**config.mk**
```make
export PLATFORM = sky130hd
export DESIGN_NAME = tetris_seq_ctrl_flat
export DESIGN_NICKNAME = d
export VERILOG_FILES = /design/src/rtl/tetris_pkg.sv /design/src/rtl/tetris_seq_ctrl_if.sv /design/src/rtl/tetris_gravity_timer.sv /design/src/rtl/tetris_seq_ctrl.sv /design/src/flat_wrapper.sv
export SDC_FILE = /design/constraint.sdc
export NUM_CORES = 1
export LEC_CHECK = 0
export BUFFER_PORTS_ARGS = -buffer_cell sky130_fd_sc_hd__buf_2
export CAP_MARGIN = 20
export CORE_UTILIZATION = 35
export CTS_CLUSTER_SIZE = 8
export DETAILED_ROUTE_END_ITERATION = 7
export GPL_TIMING_DRIVEN = 0
export PLACE_DENSITY = 0.65
export SYNTH_ARGS = -nofsm -noshare
export SYNTH_HDL_FRONTEND = slang
export SYNTH_HIERARCHICAL = 1
export SYNTH_SLANG_ARGS = --single-unit
```
**constraint.sdc**
```tcl
create_clock -name clk -period 6 [get_ports clk]
set_input_delay 1.5 -clock clk [delete_from_list [all_inputs] [get_ports clk]]
set_output_delay 1.5 -clock clk [all_outputs]
set_load 0.005 [all_outputs]
```
**src/rtl/tetris_pkg.sv**
```systemverilog
// Shared types and helpers for the falling-piece sequencer slice.
package tetris_pkg;

    localparam int BOARD_ROWS = 20;
    localparam int BOARD_COLS = 10;

    typedef enum logic [2:0] {
        LINE   = 3'd0,
        SQUARE = 3'd1,
        L      = 3'd2,
        REV_L  = 3'd3,
        S      = 3'd4,
        Z      = 3'd5,
        T      = 3'd6
    } piece_t;

    typedef enum logic [3:0] {
        ST_IDLE,
        ST_SPAWN,
        ST_SPAWN_CHK,
        ST_FALL,
        ST_CHECK,
        ST_STEP,
        ST_LOCK,
        ST_CLEAR,
        ST_GAMEOVER
    } state_t;

    // x^3+x^2+1 Fibonacci step; seven-state cycle, never reaches zero.
    function automatic logic [2:0] lfsr_next(input logic [2:0] s);
        return {s[1:0], s[2] ^ s[1]};
    endfunction

    // At most four rows can clear at once; anything larger is a datapath glitch.
    function automatic logic [2:0] clamp_lines(input logic [2:0] n);
        return (n > 3'd4) ? 3'd4 : n;
    endfunction

endpackage

```
**src/rtl/tetris_seq_ctrl_if.sv**
```systemverilog
// Bundle of sequencer control, handshake and status signals.
interface tetris_seq_ctrl_if;
    logic        start;
    logic        tick;
    logic        soft_drop;
    logic        spawn;
    logic [2:0]  piece_type;
    logic        chk_req;
    logic        chk_ack;
    logic        chk_hit;
    logic        step_en;
    logic        lock;
    logic        clr_req;
    logic        clr_done;
    logic [2:0]  clr_lines;
    logic [15:0] lines_total;
    logic [3:0]  level;
    logic        game_over;
    logic        busy;

    modport master (
        input  start, tick, soft_drop, chk_ack, chk_hit, clr_done, clr_lines,
        output spawn, piece_type, chk_req, step_en, lock, clr_req,
               lines_total, level, game_over, busy
    );

    modport slave (
        output start, tick, soft_drop, chk_ack, chk_hit, clr_done, clr_lines,
        input  spawn, piece_type, chk_req, step_en, lock, clr_req,
               lines_total, level, game_over, busy
    );
endinterface

```
**src/rtl/tetris_gravity_timer.sv**
```systemverilog
// Frame-tick gravity pacing; fire marks the tick that completes one period.
module tetris_gravity_timer #(
    parameter int GRAV_INIT   = 48,
    parameter int GRAV_STEP   = 3,
    parameter int GRAV_MIN    = 2,
    parameter int SOFT_PERIOD = 2
) (
    input  logic       clk,
    input  logic       rst,
    input  logic       en,
    input  logic       clr,
    input  logic       tick,
    input  logic       soft_drop,
    input  logic [3:0] level,
    output logic       fire
);

    logic [7:0]        grav_cnt;
    logic [7:0]        period;
    logic signed [8:0] p_lvl;

    // Signed so a steep level slope goes negative and is caught by the floor.
    always_comb begin
        p_lvl = $signed(9'(GRAV_INIT) - 9'(level) * 9'(GRAV_STEP));
        if (soft_drop)
            period = 8'(SOFT_PERIOD);
        else if (p_lvl < $signed(9'(GRAV_MIN)))
            period = 8'(GRAV_MIN);
        else
            period = 8'(p_lvl);
    end

    // >= rather than == so a count left above a shortened period still fires.
    assign fire = en && tick && (({1'b0, grav_cnt} + 9'd1) >= {1'b0, period});

    always_ff @(posedge clk or posedge rst) begin
        if (rst)
            grav_cnt <= '0;
        else if (clr)
            grav_cnt <= '0;
        else if (en && tick)
            grav_cnt <= fire ? 8'd0 : grav_cnt + 8'd1;
    end

endmodule

```
**src/rtl/tetris_seq_ctrl.sv**
```systemverilog
// Game-level sequencer: spawn, gravity, collision/clear handshakes, scoring.
module tetris_seq_ctrl
    import tetris_pkg::*;
#(
    parameter int GRAV_INIT       = 48,
    parameter int GRAV_STEP       = 3,
    parameter int GRAV_MIN        = 2,
    parameter int SOFT_PERIOD     = 2,
    parameter int LINES_PER_LEVEL = 10,
    parameter int MAX_LEVEL       = 15
) (
    input  logic              clk,
    input  logic              rst,
    tetris_seq_ctrl_if.master bus
);

    state_t      state, state_nx;
    logic [2:0]  lfsr;
    logic [2:0]  piece_type_q;
    logic [15:0] lines_total_q;
    logic [3:0]  level_q;
    logic [3:0]  lines_in_lvl;
    logic        fire;
    logic        game_start;
    logic [2:0]  cl;
    logic [16:0] lt_sum;
    logic [4:0]  lvl_sum;

    assign game_start = ((state == ST_IDLE) || (state == ST_GAMEOVER)) && bus.start;

    tetris_gravity_timer #(
        .GRAV_INIT  (GRAV_INIT),
        .GRAV_STEP  (GRAV_STEP),
        .GRAV_MIN   (GRAV_MIN),
        .SOFT_PERIOD(SOFT_PERIOD)
    ) u_grav (
        .clk      (clk),
        .rst      (rst),
        .en       (state == ST_FALL),
        .clr      (game_start),
        .tick     (bus.tick),
        .soft_drop(bus.soft_drop),
        .level    (level_q),
        .fire     (fire)
    );

    always_ff @(posedge clk or posedge rst) begin
        if (rst) state <= ST_IDLE;
        else     state <= state_nx;
    end

    // Outputs are pure state decodes so reset drops every request immediately.
    always_comb begin
        state_nx      = state;
        bus.spawn     = 1'b0;
        bus.chk_req   = 1'b0;
        bus.step_en   = 1'b0;
        bus.lock      = 1'b0;
        bus.clr_req   = 1'b0;
        bus.game_over = 1'b0;
        case (state)
            ST_IDLE:      if (bus.start) state_nx = ST_SPAWN;
            ST_SPAWN: begin
                bus.spawn = 1'b1;
                state_nx  = ST_SPAWN_CHK;
            end
            ST_SPAWN_CHK: begin
                bus.chk_req = 1'b1;
                if (bus.chk_ack) state_nx = bus.chk_hit ? ST_GAMEOVER : ST_FALL;
            end
            ST_FALL:      if (fire) state_nx = ST_CHECK;
            ST_CHECK: begin
                bus.chk_req = 1'b1;
                if (bus.chk_ack) state_nx = bus.chk_hit ? ST_LOCK : ST_STEP;
            end
            ST_STEP: begin
                bus.step_en = 1'b1;
                state_nx    = ST_FALL;
            end
            ST_LOCK: begin
                bus.lock = 1'b1;
                state_nx = ST_CLEAR;
            end
            ST_CLEAR: begin
                bus.clr_req = 1'b1;
                if (bus.clr_done) state_nx = ST_SPAWN;
            end
            ST_GAMEOVER: begin
                bus.game_over = 1'b1;
                if (bus.start) state_nx = ST_SPAWN;
            end
            default:      state_nx = ST_IDLE;
        endcase
        bus.busy = (state != ST_IDLE) && (state != ST_GAMEOVER);
    end

    always_comb begin
        cl      = clamp_lines(bus.clr_lines);
        lt_sum  = {1'b0, lines_total_q} + 17'(cl);
        lvl_sum = {1'b0, lines_in_lvl} + {2'b00, cl};
    end

    always_ff @(posedge clk or posedge rst) begin
        if (rst) begin
            lfsr          <= 3'b001;
            piece_type_q  <= '0;
            lines_total_q <= '0;
            level_q       <= '0;
            lines_in_lvl  <= '0;
        end else begin
            if (game_start) begin
                lines_total_q <= '0;
                level_q       <= '0;
                lines_in_lvl  <= '0;
            end
            // SPAWN is never held, so this is exactly one update per entry.
            if (state_nx == ST_SPAWN) begin
                piece_type_q <= lfsr - 3'd1;
                lfsr         <= lfsr_next(lfsr);
            end
            if ((state == ST_CLEAR) && bus.clr_done) begin
                lines_total_q <= lt_sum[16] ? 16'hFFFF : lt_sum[15:0];
                if (lvl_sum >= 5'(LINES_PER_LEVEL)) begin
                    lines_in_lvl <= 4'(lvl_sum - 5'(LINES_PER_LEVEL));
                    if (level_q < 4'(MAX_LEVEL)) level_q <= level_q + 4'd1;
                end else begin
                    lines_in_lvl <= 4'(lvl_sum);
                end
            end
        end
    end

    assign bus.piece_type  = piece_type_q;
    assign bus.lines_total = lines_total_q;
    assign bus.level       = level_q;

endmodule

```
**src/flat_wrapper.sv**
```systemverilog
// flat-port wrapper written by rule: the top's interface ports become plain ports
module tetris_seq_ctrl_flat import tetris_pkg::*;
#(
    parameter int GRAV_INIT       = 48,
    parameter int GRAV_STEP       = 3,
    parameter int GRAV_MIN        = 2,
    parameter int SOFT_PERIOD     = 2,
    parameter int LINES_PER_LEVEL = 10,
    parameter int MAX_LEVEL       = 15
)
  (clk, rst, bus_start, bus_tick, bus_soft_drop, bus_chk_ack, bus_chk_hit, bus_clr_done, bus_clr_lines, bus_spawn, bus_piece_type, bus_chk_req, bus_step_en, bus_lock, bus_clr_req, bus_lines_total, bus_level, bus_game_over, bus_busy);
  tetris_seq_ctrl_if bus_i ();
  input  logic clk;
  input  logic rst;
  input wire logic [$bits(bus_i.start)-1:0] bus_start;
  input wire logic [$bits(bus_i.tick)-1:0] bus_tick;
  input wire logic [$bits(bus_i.soft_drop)-1:0] bus_soft_drop;
  input wire logic [$bits(bus_i.chk_ack)-1:0] bus_chk_ack;
  input wire logic [$bits(bus_i.chk_hit)-1:0] bus_chk_hit;
  input wire logic [$bits(bus_i.clr_done)-1:0] bus_clr_done;
  input wire logic [$bits(bus_i.clr_lines)-1:0] bus_clr_lines;
  output wire logic [$bits(bus_i.spawn)-1:0] bus_spawn;
  output wire logic [$bits(bus_i.piece_type)-1:0] bus_piece_type;
  output wire logic [$bits(bus_i.chk_req)-1:0] bus_chk_req;
  output wire logic [$bits(bus_i.step_en)-1:0] bus_step_en;
  output wire logic [$bits(bus_i.lock)-1:0] bus_lock;
  output wire logic [$bits(bus_i.clr_req)-1:0] bus_clr_req;
  output wire logic [$bits(bus_i.lines_total)-1:0] bus_lines_total;
  output wire logic [$bits(bus_i.level)-1:0] bus_level;
  output wire logic [$bits(bus_i.game_over)-1:0] bus_game_over;
  output wire logic [$bits(bus_i.busy)-1:0] bus_busy;
  assign bus_i.start = bus_start;
  assign bus_i.tick = bus_tick;
  assign bus_i.soft_drop = bus_soft_drop;
  assign bus_i.chk_ack = bus_chk_ack;
  assign bus_i.chk_hit = bus_chk_hit;
  assign bus_i.clr_done = bus_clr_done;
  assign bus_i.clr_lines = bus_clr_lines;
  assign bus_spawn = bus_i.spawn;
  assign bus_piece_type = bus_i.piece_type;
  assign bus_chk_req = bus_i.chk_req;
  assign bus_step_en = bus_i.step_en;
  assign bus_lock = bus_i.lock;
  assign bus_clr_req = bus_i.clr_req;
  assign bus_lines_total = bus_i.lines_total;
  assign bus_level = bus_i.level;
  assign bus_game_over = bus_i.game_over;
  assign bus_busy = bus_i.busy;
  tetris_seq_ctrl #(.GRAV_INIT(GRAV_INIT), .GRAV_STEP(GRAV_STEP), .GRAV_MIN(GRAV_MIN), .SOFT_PERIOD(SOFT_PERIOD), .LINES_PER_LEVEL(LINES_PER_LEVEL), .MAX_LEVEL(MAX_LEVEL)) u_core (.clk(clk), .rst(rst), .bus(bus_i));
endmodule
```
Word level (Yosys, flattened, before mapping)
Cells that the tools add are included.
{"block": "word_totals", "register_bits": 42, "latch_bits": 0, "ramBits": 0, "romBits": 0, "input_bits": 11, "elab_cells": 74, "memories": 0}
{"block": "classes", "add_sub_neg": 8, "mul": 1, "div_mod_pow": 0, "magnitude_cmp": 5, "eq_ne": 10, "shift": 0, "muxes": 30, "bitwise": 1, "reduce_logical": 12}
{"op": "4-bit 2-to-1 mux", "n": 13}
{"op": "16-bit 2-to-1 mux", "n": 3}
{"op": "8-bit 2-to-1 mux", "n": 5}
{"op": "4-bit one-hot mux with 8 select lines", "n": 1}
{"op": "16-bit by 3-bit adder with 17-bit output", "n": 1}
{"op": "4-bit by 3-bit equality test with 1-bit output (second input constant)", "n": 4}
{"op": "8-bit by 1-bit adder with 9-bit output (second input constant)", "n": 1}
{"op": "9-bit by 8-bit greater-or-equal comparator with 1-bit output", "n": 1}
{"op": "8-bit by 1-bit adder with 8-bit output (second input constant)", "n": 1}
{"op": "4-bit by 1-bit equality test with 1-bit output (second input constant)", "n": 2}
{"op": "4-bit by 2-bit equality test with 1-bit output (second input constant)", "n": 2}
{"op": "7-bit by 3-bit < comparator with 1-bit output (second input constant)", "n": 1}
{"op": "6-bit by 6-bit subtractor with 7-bit output (first input constant)", "n": 1}
{"op": "4-bit by 2-bit multiplier with 6-bit output (second input constant)", "n": 1}
{"op": "1-bit 2-to-1 mux", "n": 6}
{"op": "4-bit by 3-bit adder with 5-bit output", "n": 1}
{"op": "5-bit by 4-bit greater-or-equal comparator with 1-bit output (second input constant)", "n": 1}
{"op": "1-bit logical AND", "n": 5}
{"op": "4-bit by 1-bit adder with 4-bit output (second input constant)", "n": 1}
{"op": "4-bit equality test (second input constant)", "n": 1}
{"op": "4-bit logical NOT", "n": 1}
{"op": "4-bit < comparator (second input constant)", "n": 1}
{"op": "4-bit != test (second input constant)", "n": 1}
{"op": "2-bit nonzero test", "n": 2}
{"op": "9 further kinds", "n": 10}

Logic depth before layout (Yosys ltp)
Gate-level depths: netlist of the first run.
{"block": "depth", "depth_word": 10, "depth_mapped": 17}

Hierarchy
The synthesis of the first run kept the hierarchy.
{"module": "tetris_seq_ctrl", "instances": 1, "cells_each": 253, "area_each_um2": 2148.3}
{"module": "tetris_gravity_timer", "instances": 1, "cells_each": 100, "area_each_um2": 874.6}

Worst setup path after synthesis of the first run
No wires, ideal clock.
{"block": "synth_timing", "kind": "reg-to-reg", "start": "register u_core.level_q[2], in the netlist u_core/bus.level[2]", "end": "register u_core.state[1]", "setup_ns": 0.125, "arrival_ns": 3.453, "path_slack_ns": 2.422, "path_stages_with_launch": 18, "n_path_buf": 0, "period_less_slack_ns": 3.578, "path_cell_list": "dfrtp_1 -> inv_1 -> ha_1 -> ha_1 -> a21o_1 -> a21oi_2 -> xnor2_1 -> o41ai_2 -> nor2_1 -> ha_1 -> nand2b_1 -> a211oi_1 -> o21a_1 -> a21oi_1 -> nand2_1 -> o21a_1 -> nor2_1 -> a2111oi_0"}
{"block": "synth_between", "elab_chain_cells": 9}
{"element": "start, declared", "line_no": "tetris_seq_ctrl.sv:21", "text": "logic [3:0] level_q;"}
{"element": "start signal, assigned", "line_no": "tetris_seq_ctrl.sv:125", "text": "if (level_q < 4'(MAX_LEVEL)) level_q <= level_q + 4'd1;"}
{"element": "4-bit by 2-bit multiplier with 6-bit output (*)", "line_no": "tetris_gravity_timer.sv:24", "text": "p_lvl = $signed(9'(GRAV_INIT) - 9'(level) * 9'(GRAV_STEP));"}
{"element": "6-bit by 6-bit subtractor with 7-bit output (*)", "line_no": "tetris_gravity_timer.sv:24"}
{"element": "7-bit by 3-bit < comparator with 1-bit output", "line_no": "tetris_gravity_timer.sv:27", "text": "else if (p_lvl < $signed(9'(GRAV_MIN)))"}
{"element": "8-bit 2-to-1 mux (*)", "line_no": "tetris_gravity_timer.sv:27"}
{"element": "8-bit 2-to-1 mux (*)", "line_no": "tetris_gravity_timer.sv:25", "text": "if (soft_drop)"}
{"element": "9-bit by 8-bit greater-or-equal comparator with 1-bit output (*)", "line_no": "tetris_gravity_timer.sv:34", "text": "assign fire = en && tick && (({1'b0, grav_cnt} + 9'd1) >= {1'b0, period});"}
{"element": "1-bit logical AND (*)", "line_no": "tetris_gravity_timer.sv:34"}
{"element": "net u_core.fire", "line_no": "tetris_seq_ctrl.sv:23", "text": "logic fire;"}
{"element": "4-bit 2-to-1 mux (*)", "line_no": "tetris_seq_ctrl.sv:71", "text": "ST_FALL: if (fire) state_nx = ST_CHECK;"}
{"element": "4-bit one-hot mux with 8 select lines (*)", "line_no": "tetris_seq_ctrl.sv:61", "text": "case (state)"}
{"element": "net u_core.state_nx[1]", "line_no": "tetris_seq_ctrl.sv:17", "text": "state_t state, state_nx;"}
{"element": "end signal, assigned", "line_no": "tetris_seq_ctrl.sv:49", "text": "else state <= state_nx;"}
{"element": "end, declared", "line_no": "tetris_seq_ctrl.sv:17"}
The timed path passes the listed nets; every way through them passes the cells marked *.
A chain may end at the register's enable or synchronous reset.

Worst setup path after layout of the first run
Ends and elaborated chain as after synthesis.

==> flow_summary.yaml, run 1 <==
cts:
  ctsHoldBuffers: 0
  clock_latency_ps: 300
  h-tree-depth: 2
  cts_made_buffers: 5
  ctsResizeCount: 0
  cts_root_buf: "clkbuf_8"
  clockBufferDepth: 2
  post_cts_buffers: 0
  clk_pin_slew_worst_paths_ps: 80
  cts_sinks: 42
  cts_tree: "built"
sta:
  final_max_slew_viol_count: 0
  fmax_mhz: 251
  final.setup_skew_ps: 13.2
  slew_headroom: 0.552
  final.period_utilization: 0.663
  rsz0062_at_grt: "false"
  hold_viol_final: 0
  setup_violations: 0
  period_needed_ps: 3980
  worstMarginPinSlew_ps: 671
  whs_ps: 476
  tns_ps: 0
floorplan:
  rows: 33
  ios: 41
  die_area_um2: 9010
  die_h_um: 94.9
  die_x_um: 94.9
  start_util: 0.364
  placeableCoreArea_um2: 8300
drt:
  drtAntennaViolNets: 0
  viasPerCell: 5.28
  post-route-drc-count: 0
  wire_per_inst_um: 13.6
  dr_total_vias: 2675
  drtPass1Iterations: 4
  drt-total-wl_um: 6880
  first_iter_violations: 127
critical_path:
  cp-start-kind: "flip-flop"
  worstSetupPathType: "flip-flop to flip-flop"
  endpoint_kind: "flip-flop"
  path_max_fanout: 14
  crit_arrival_ps: 4150
  required_ps: 6170
synthesis:
  synthCells: 353
  ys.flop_type: "dfrtp_1"
  synth-edff-count: 0
  yosys.area_share.simple: 0.199
  synth_compound_area_frac: 0.216
  synth_seq_area_share: 0.348
  synth_top_area_share: 0.339
  synthMuxAreaShare: 0.0199
  synthAdderAreaFrac: 0.113
  synthTopCellsByArea: "dfrtp_1 (34%), ha_1 (9.9%), o21ai_0 (5.6%)"
  yosys.area_share.xor_xnor: 0.0435
  ys_warn_count: 6
  yosysMostFrequentCell: "dfrtp_1"
  synth_top_family_by_area: "compound AO/OA/AOI/OAI gates"
  synth-seq-cells: 42
  synth_top_area_cell: "dfrtp_1"
  synth.avg_cell_area_um2: 8.56
  async_flop_share: 1.00
  synth_common_cells: "dfrtp_1 (41), nand2_1 (37), o21ai_0 (34), inv_1 (30)"
  synth_cell_type_count: 58
  syn-num-nets: 390
  synth_area_um2: 3020
pwr:
  net-switching-power_mw: 0.323
  powerDensity_nw_per_um2: 253
  pwr-share-seq: 0.410
  comb_power_share: 0.374
  p_sw_frac: 0.367
  p_int_mw: 0.558
  p_clk_frac: 0.216
  max-vdd-ir-drop_mv: 0.130
  total_power_mw: 0.881
  p_leak_nw: 1.72
final_layout:
  fillers: 826
  syn_to_final_growth_pct: 15.0
  multi_input_area_um2: 1790
  antenna_cells: 0
  num-nets-final: 438
  regArea_um2: 1050
  drive_above_1_share: 0.169
placement:
  dpl.hpwl_um: 5300
  routabilityCongestion: 0.840
  io_buffers: 40
global_route:
  gr-usage-all-layers: 0.164
  overflow: 0
  grt_pass1_vias: 2576
  antenna_found_initial: 0
  grt_pass1_wl_um: 11700
  grt_max_degree: 21
job:
  maxCapViolations: 0
hold_path:
  hp-class: "flip-flop to flip-flop"
outcome:
  status: "complete, no violations"
==> registers in the layout (all words and copies together), names as in the netlist <==
register                count
u_core/bus.level            4
u_core/bus.lines_total     16
u_core/bus.piece_type       3
u_core/lfsr                 3
u_core/lines_in_lvl         4
u_core/state                4
u_core/u_grav/grav_cnt      8
==> metal layers <==
layer / global-route usage / vias up / wire length [um]
li1: - / 1346 / -
met1: 0.218 / 1269 / 3250
met2: 0.271 / 54 / 3230
met3: 0.0233 / 6 / 326
met4: 0.0530 / 0 / 82
met5: 0 / - / 0
==> worst paths after layout <==
check / endpoint / slack, ps / start / depth (start not counted)
min in group asynchronous: u_core/u_grav/grav_cnt[0] / 1160 / rst / 2
max: u_core/state[1] / 2020 / u_core/bus.level[2] / 17
min reg2reg: u_core/bus.piece_type[2] / 480 / u_core/bus.piece_type[2] / 2
max in group asynchronous: u_core/lfsr[0] / 4070 / rst / 3
max reg2reg: u_core/state[1] / 2020 / u_core/bus.level[2] / 17
min: u_core/bus.piece_type[2] / 480 / u_core/bus.piece_type[2] / 2
==> placed cells by master, fill, tap and decap left out, types with 6 or more instances in the layout <==
cell type	instances
ha_1	24
clkbuf_8	6
inv_1	30
nand3b_1	6
nand2b_1	8
buf_2	46
nor3_1	14
nor2_1	24
mux2i_1	6
dfrtp_1	41
o21ai_0	34
a21oi_1	17
clkbuf_1	7
xor2_1	6
nand2_1	37
xnor2_1	9
nand3_1	7
==> logic make-up (layout without fill, tap and decap cells) <==
| logic type | count (synthesis) | count (layout) |
|---|---|---|
| compound gates | 98 | 98 |
| mux | 6 | 6 |
| flops | 42 | 42 |
| xor+xnor | 15 | 15 |
| simple gates | 121 | 121 |
| buf+inv | 45 | 94 |
| fa+ha+maj | 26 | 26 |
==> critical path: stages (launching register included) <==
cell       delay (ps)
dfrtp_1           620
inv_1             120
ha_1              290
ha_1              290
a21o_1            190
a21oi_2           150
xnor2_1           120
o41ai_2           400
nor2_1             80
ha_1              270
nand2b_1          140
a211oi_1          240
o21a_1            200
a21oi_1           110
nand2_1           110
o21a_1            120
nor2_1             30
a2111oi_0         370
==> power groups by stage <==
stage	sequential [mW]	clock [mW]	combinational [mW]
finish	0.361	0.190	0.329
global route	0.370	0.207	0.382
CTS	0.362	0.199	0.336
detailed placement	0.367	0	0.334
global placement	0.366	0	0.321
floorplan	0.362	0	0.240
==> through the flow <==
step | cell area [um^2] | utilization | std cells | setup slack, ps
global placement | 3350 | 0.404 | 498 | 2010
CTS | 3480 | 0.419 | 507 | 1970
detailed placement | 3380 | 0.408 | 499 | 2010
floorplan | 3020 | - | 353 | 2420
global route | 3480 | 0.419 | 507 | 1580
finish | 3480 | 0.419 | 507 | 2020
==> final cells by class <==
cell class	count	share of cell area
Multi-Input combinational cell	266	0.513
Sequential cell	42	0.303
Timing Repair Buffer	41	0.0655
Tap cell	105	0.0378
Inverter	30	0.0324
Clock buffer	7	0.0248
Buffer	15	0.0209
Clock inverter	1	0.00252
Power figures use the tool's default switching activity.
==> run 2, diff against run 1 <==
Clock period 6 ns to 4 ns, I/O delays scaled along.
==> flow_summary.yaml, run 2 (synthesis results as in run 1) <==
critical_path:
  regToRegEndpoint: "u_core/state[1]"
  regToRegSetupSlack_ps: 320
  endpoint_kind: "flip-flop"
  r2r_cells: 17
  required_ps: 4170
  worstSetupPathType: "flip-flop to flip-flop"
  timing.rr.start: "u_core/bus.level[3]"
  path_max_fanout: 7
  crit_arrival_ps: 3860
  cp-start-kind: "flip-flop"
final_layout:
  largest_reg_flops: 16
  final_common_cell: "buf_2"
  fillers: 825
  num-nets-final: 441
  syn_to_final_growth_pct: 15.9
  layout_common_cells: "buf_2 (46), dfrtp_1 (38), nand2_1 (37), o21ai_0 (34), inv_1 (30)"
  drive_above_1_share: 0.183
  antenna_cells: 0
cts:
  cts_sinks: 42
  cts_made_buffers: 5
  clockBufferDepth: 2
  cts_root_buf: "clkbuf_8"
  clock_latency_ps: 300
  ctsHoldBuffers: 0
  h-tree-depth: 2
  cts_tree: "built"
  clk_pin_slew_worst_paths_ps: 80
global_route:
  gr-usage-all-layers: 0.164
  grt_pass1_vias: 2576
  grt_pass1_wl_um: 11700
  grt_max_degree: 21
  overflow: 0
  antenna_found_initial: 0
sta:
  fmax_mhz: 272
  worstMarginPinSlew_ps: 669
  hold_viol_final: 0
  tns_ps: 0
  slew_headroom: 0.553
  period_needed_ps: 3680
  setup_ws_ps: 318
  final.setup_skew_ps: 13.0
  final_max_slew_viol_count: 0
  final.period_utilization: 0.921
  whs_ps: 476
  setup_violations: 0
  rsz0062_at_grt: "false"
pwr:
  comb_power_share: 0.375
  p_sw_frac: 0.367
  pwr-share-seq: 0.410
  p_int_mw: 0.838
  powerDensity_nw_per_um2: 378
  max-vdd-ir-drop_mv: 0.198
  p_leak_nw: 1.73
  p_clk_frac: 0.215
  net-switching-power_mw: 0.486
  total_power_mw: 1.32
floorplan:
  ios: 41
  die_area_um2: 9010
  start_util: 0.364
  placeableCoreArea_um2: 8300
  die_x_um: 94.9
  rows: 33
  die_h_um: 94.9
outcome:
  status: "complete, no violations"
hold_path:
  hp-class: "flip-flop to flip-flop"
  min_from: "u_core/bus.piece_type[2]"
  holdPathStages: 2
  worstHoldEndpoint: "u_core/bus.piece_type[2]"
drt:
  viasPerCell: 5.30
  dr_total_vias: 2702
  wire_per_inst_um: 13.6
  first_iter_violations: 93
  post-route-drc-count: 0
  drt-total-wl_um: 6930
  drtAntennaViolNets: 0
  drtPass1Iterations: 4
placement:
  dp_slack_ps: 5.58
  routabilityCongestion: 0.840
  io_buffers: 40
  dpl.hpwl_um: 5300
job:
  maxCapViolations: 0
-- run 2: worst max path at each step --
| stage | start | to | depth (start not counted) |
|---|---|---|---|
| floorplan | u_core/bus.level[2] | u_core/state[1] | 17 |
| global placement | u_core/bus.level[2] | u_core/state[1] | 17 |
| detailed placement | u_core/bus.level[2] | u_core/state[1] | 17 |
| CTS | u_core/bus.level[2] | u_core/state[1] | 17 |
| global route | u_core/bus.level[3] | u_core/state[1] | 17 |
| finish | u_core/bus.level[3] | u_core/state[1] | 17 |
-- run 2: critical path, cell delays in order, from the launching register on --
cell and delay (ps):
dfrtp_2 440, inv_1 110, ha_1 240, ha_1 370, nand2b_1 100, mux2i_1 140
a31oi_1 110, o41ai_2 370, nor2_1 80, ha_1 270, nand2b_1 140, a211oi_1 240
o21a_1 200, a21oi_1 120, nand2_1 110, o21a_1 120, nor2_1 40, a2111oi_1 370
-- run 2: what timing repair did --
item | CTS | global route
pin swaps | 0 | 1
setup endpoints to repair | 1 | 1
resized for setup | 1 | 3
buffers inserted | 0 | 3
-- run 2: final cells by class --
type                    instances  area (um^2)  share of cell area
plain buffers                  15         72.6              0.0207
clock inverters                 1         8.76             0.00250
repair buffers                 44          250              0.0714
inverters                      30          113              0.0321
flip-flops and latches         42         1060               0.301
multi-input cells             266         1790               0.510
clock buffers                   7         86.3              0.0246
well taps                     105          131              0.0375
-- run 2: power by group through the flow --
stage | sequential (mW) | combinational [mW] | clock (mW)
after global routing | 0.554 | 0.574 | 0.311
final | 0.542 | 0.496 | 0.285
after global placement | 0.549 | 0.481 | 0
after CTS | 0.543 | 0.503 | 0.299
after floorplan | 0.544 | 0.359 | 0
after detailed placement | 0.551 | 0.501 | 0
-- run 2: per-stage QoR --
stage	util	cells	cell area, um^2
5_1_grt	0.422	510	3500
3_3_place_gp	0.404	498	3350
3_5_place_dp	0.408	499	3380
4_1_cts	0.419	507	3480
2_1_floorplan	-	353	3020
6_report	0.422	510	3500
-- run 2: layer usage --
layer,up-vias,track usage,routed length [um]
met5,-,0,0
met4,0,0.0530,86
met3,8,0.0233,339
met2,58,0.271,3270
met1,1287,0.218,3230
li1,1349,-,-
==> run 3, diff against run 2 <==
Settings changed: ABC_AREA set to 1.
==> flow_summary.yaml, run 3 <==
floorplan:
  placeableCoreArea_um2: 8850
  die_x_um: 98.4
  ios: 41
  die_h_um: 98.4
  die_area_um2: 9690
  rows: 34
  start_util: 0.368
sta:
  worstMarginPinSlew_ps: 732
  fmax_mhz: 289
  final.setup_skew_ps: 7.67
  setup_ws_ps: 543
  period_needed_ps: 3460
  slew_headroom: 0.511
  whs_ps: 509
  final_max_slew_viol_count: 0
  tns_ps: 0
  hold_viol_final: 0
  rsz0062_at_grt: "false"
  final.period_utilization: 0.864
  setup_violations: 0
critical_path:
  worstSetupPathType: "flip-flop to flip-flop"
  crit_arrival_ps: 3640
  required_ps: 4190
  endpoint_kind: "flip-flop"
  cp-start-kind: "flip-flop"
  path_max_fanout: 10
synthesis:
  synth_top_family_by_area: "simple AND/OR/NAND/NOR gates"
  synth_common_cells: "nand2_1 (150), inv_1 (62), dfrtp_1 (41), nand3_1 (36), nor2_1 (31)"
  synthTopCellsByArea: "dfrtp_1 (32%), nand2_1 (17%), ha_1 (9.2%)"
  yosysMostFrequentCell: "nand2_1"
  synth-seq-cells: 42
  yosys.area_share.xor_xnor: 0.0296
  synth_seq_area_share: 0.323
  synthCells: 459
  syn-num-nets: 496
  synth-edff-count: 0
  ys.flop_type: "dfrtp_1"
  yosys.area_share.simple: 0.363
  synth_compound_area_frac: 0.0861
  synth_area_um2: 3250
  synthAdderAreaFrac: 0.105
  synthMuxAreaShare: 0
  synth_top_area_share: 0.315
  synth_top_area_cell: "dfrtp_1"
  synth_cell_type_count: 37
  synth.avg_cell_area_um2: 7.09
  ys_warn_count: 6
  async_flop_share: 1.00
drt:
  first_iter_violations: 135
  dr_total_vias: 2998
  viasPerCell: 4.87
  drtAntennaViolNets: 0
  post-route-drc-count: 0
  drtPass1Iterations: 6
  drt-total-wl_um: 7250
  wire_per_inst_um: 11.8
final_layout:
  utilization: 0.419
  antenna_cells: 0
  fillers: 928
  fin_cells: 616
  final_common_cell: "nand2_1"
  largest_reg_flops: 16
  drive_above_1_share: 0.161
  num-nets-final: 544
  syn_to_final_growth_pct: 13.9
  layout_common_cells: "nand2_1 (150), inv_1 (62), dfrtp_1 (41), buf_2 (40), nand3_1 (36)"
  final_area_um2: 3710
pwr:
  comb_power_share: 0.358
  p_sw_frac: 0.387
  net-switching-power_mw: 0.499
  max-vdd-ir-drop_mv: 0.190
  p_clk_frac: 0.218
  powerDensity_nw_per_um2: 347
  total_power_mw: 1.29
  pwr-share-seq: 0.424
  p_leak_nw: 2.05
  p_int_mw: 0.789
placement:
  io_buffers: 40
  dp_slack_ps: 578
  routabilityCongestion: 0.868
  dpl.hpwl_um: 5590
  dp_cells: 608
  placed_cell_area_um2: 3620
cts:
  post_cts_buffers: 0
  cts_sinks: 42
  ctsHoldBuffers: 0
  clock_latency_ps: 300
  ctsResizeCount: 0
  h-tree-depth: 2
  cts_made_buffers: 5
  clk_pin_slew_worst_paths_ps: 90
  clockBufferDepth: 2
  cts_tree: "built"
  cts_root_buf: "clkbuf_8"
global_route:
  grt_pass1_wl_um: 12400
  grt_max_degree: 19
  gr-usage-all-layers: 0.158
  grt_pass1_vias: 2696
  overflow: 0
  antenna_found_initial: 0
outcome:
  status: "complete, no violations"
hold_path:
  hp-class: "flip-flop to flip-flop"
job:
  maxCapViolations: 0
-- run 3: area by class of cell --
| class | instances | area [um^2] | area share |
|---|---|---|---|
| sequential | 42 | 1050 | 0.284 |
| timing repair buffer | 41 | 228 | 0.0614 |
| tap | 108 | 135 | 0.0364 |
| buffer | 4 | 45.0 | 0.0121 |
| clock inverter | 3 | 21.3 | 0.00574 |
| multi-input combinational | 346 | 1900 | 0.512 |
| clock buffer | 5 | 68.8 | 0.0186 |
| inverter | 67 | 259 | 0.0699 |
-- run 3: final timing paths --
| check | start | cells past startpoint | endpoint | slack, ps |
|---|---|---|---|---|
| min in group asynchronous | rst | 2 | u_core/u_grav/grav_cnt[4] | 640 |
| min | u_core/lines_in_lvl[2] | 2 | u_core/lines_in_lvl[2] | 510 |
| min reg2reg | u_core/lines_in_lvl[2] | 2 | u_core/lines_in_lvl[2] | 510 |
| max | u_core/bus.level[2] | 20 | u_core/state[1] | 540 |
| max in group asynchronous | rst | 3 | u_core/lfsr[0] | 2560 |
| max reg2reg | u_core/bus.level[2] | 20 | u_core/state[1] | 540 |
-- run 3: kinds of logic (layout without fill, tap and decap cells) --
kind of cell               Yosys count  after routing
buffers and inverters               71            120
DFF                                 42             42
xor gates and xnor gates            11             11
AOI/OAI and AO/OA                   50             50
and+or+nand+nor                    259            259
adders and majority gates           26             26
-- run 3: layer usage --
layer	wire [um]	up-vias	track usage
met5	0	-	0
met4	54	0	0.0448
met3	322	5	0.0234
met2	3400	69	0.259
met1	3470	1364	0.216
li1	-	1560	-
-- run 3: power groups by stage --
stage | registers, mW | logic, mW | clock network (mW)
global route | 0.555 | 0.528 | 0.317
detailed placement | 0.554 | 0.466 | 0
CTS | 0.546 | 0.470 | 0.296
floorplan | 0.542 | 0.339 | 0
global placement | 0.554 | 0.450 | 0
finish | 0.546 | 0.461 | 0.280
-- run 3: critical path, stage by stage, from the launching register on --
cell	delay, ps
dfrtp_1	540
inv_1	160
ha_1	320
ha_1	340
a21oi_1	170
nand2_1	90
or2_1	230
nand2_1	60
nand3_1	60
nand2_1	80
nor2_1	50
ha_1	260
nand2_1	50
nor2_1	80
o21ai_0	90
nand3_1	80
nand2_1	160
a21oi_1	250
inv_1	80
a21oi_1	120
nand3_1	80
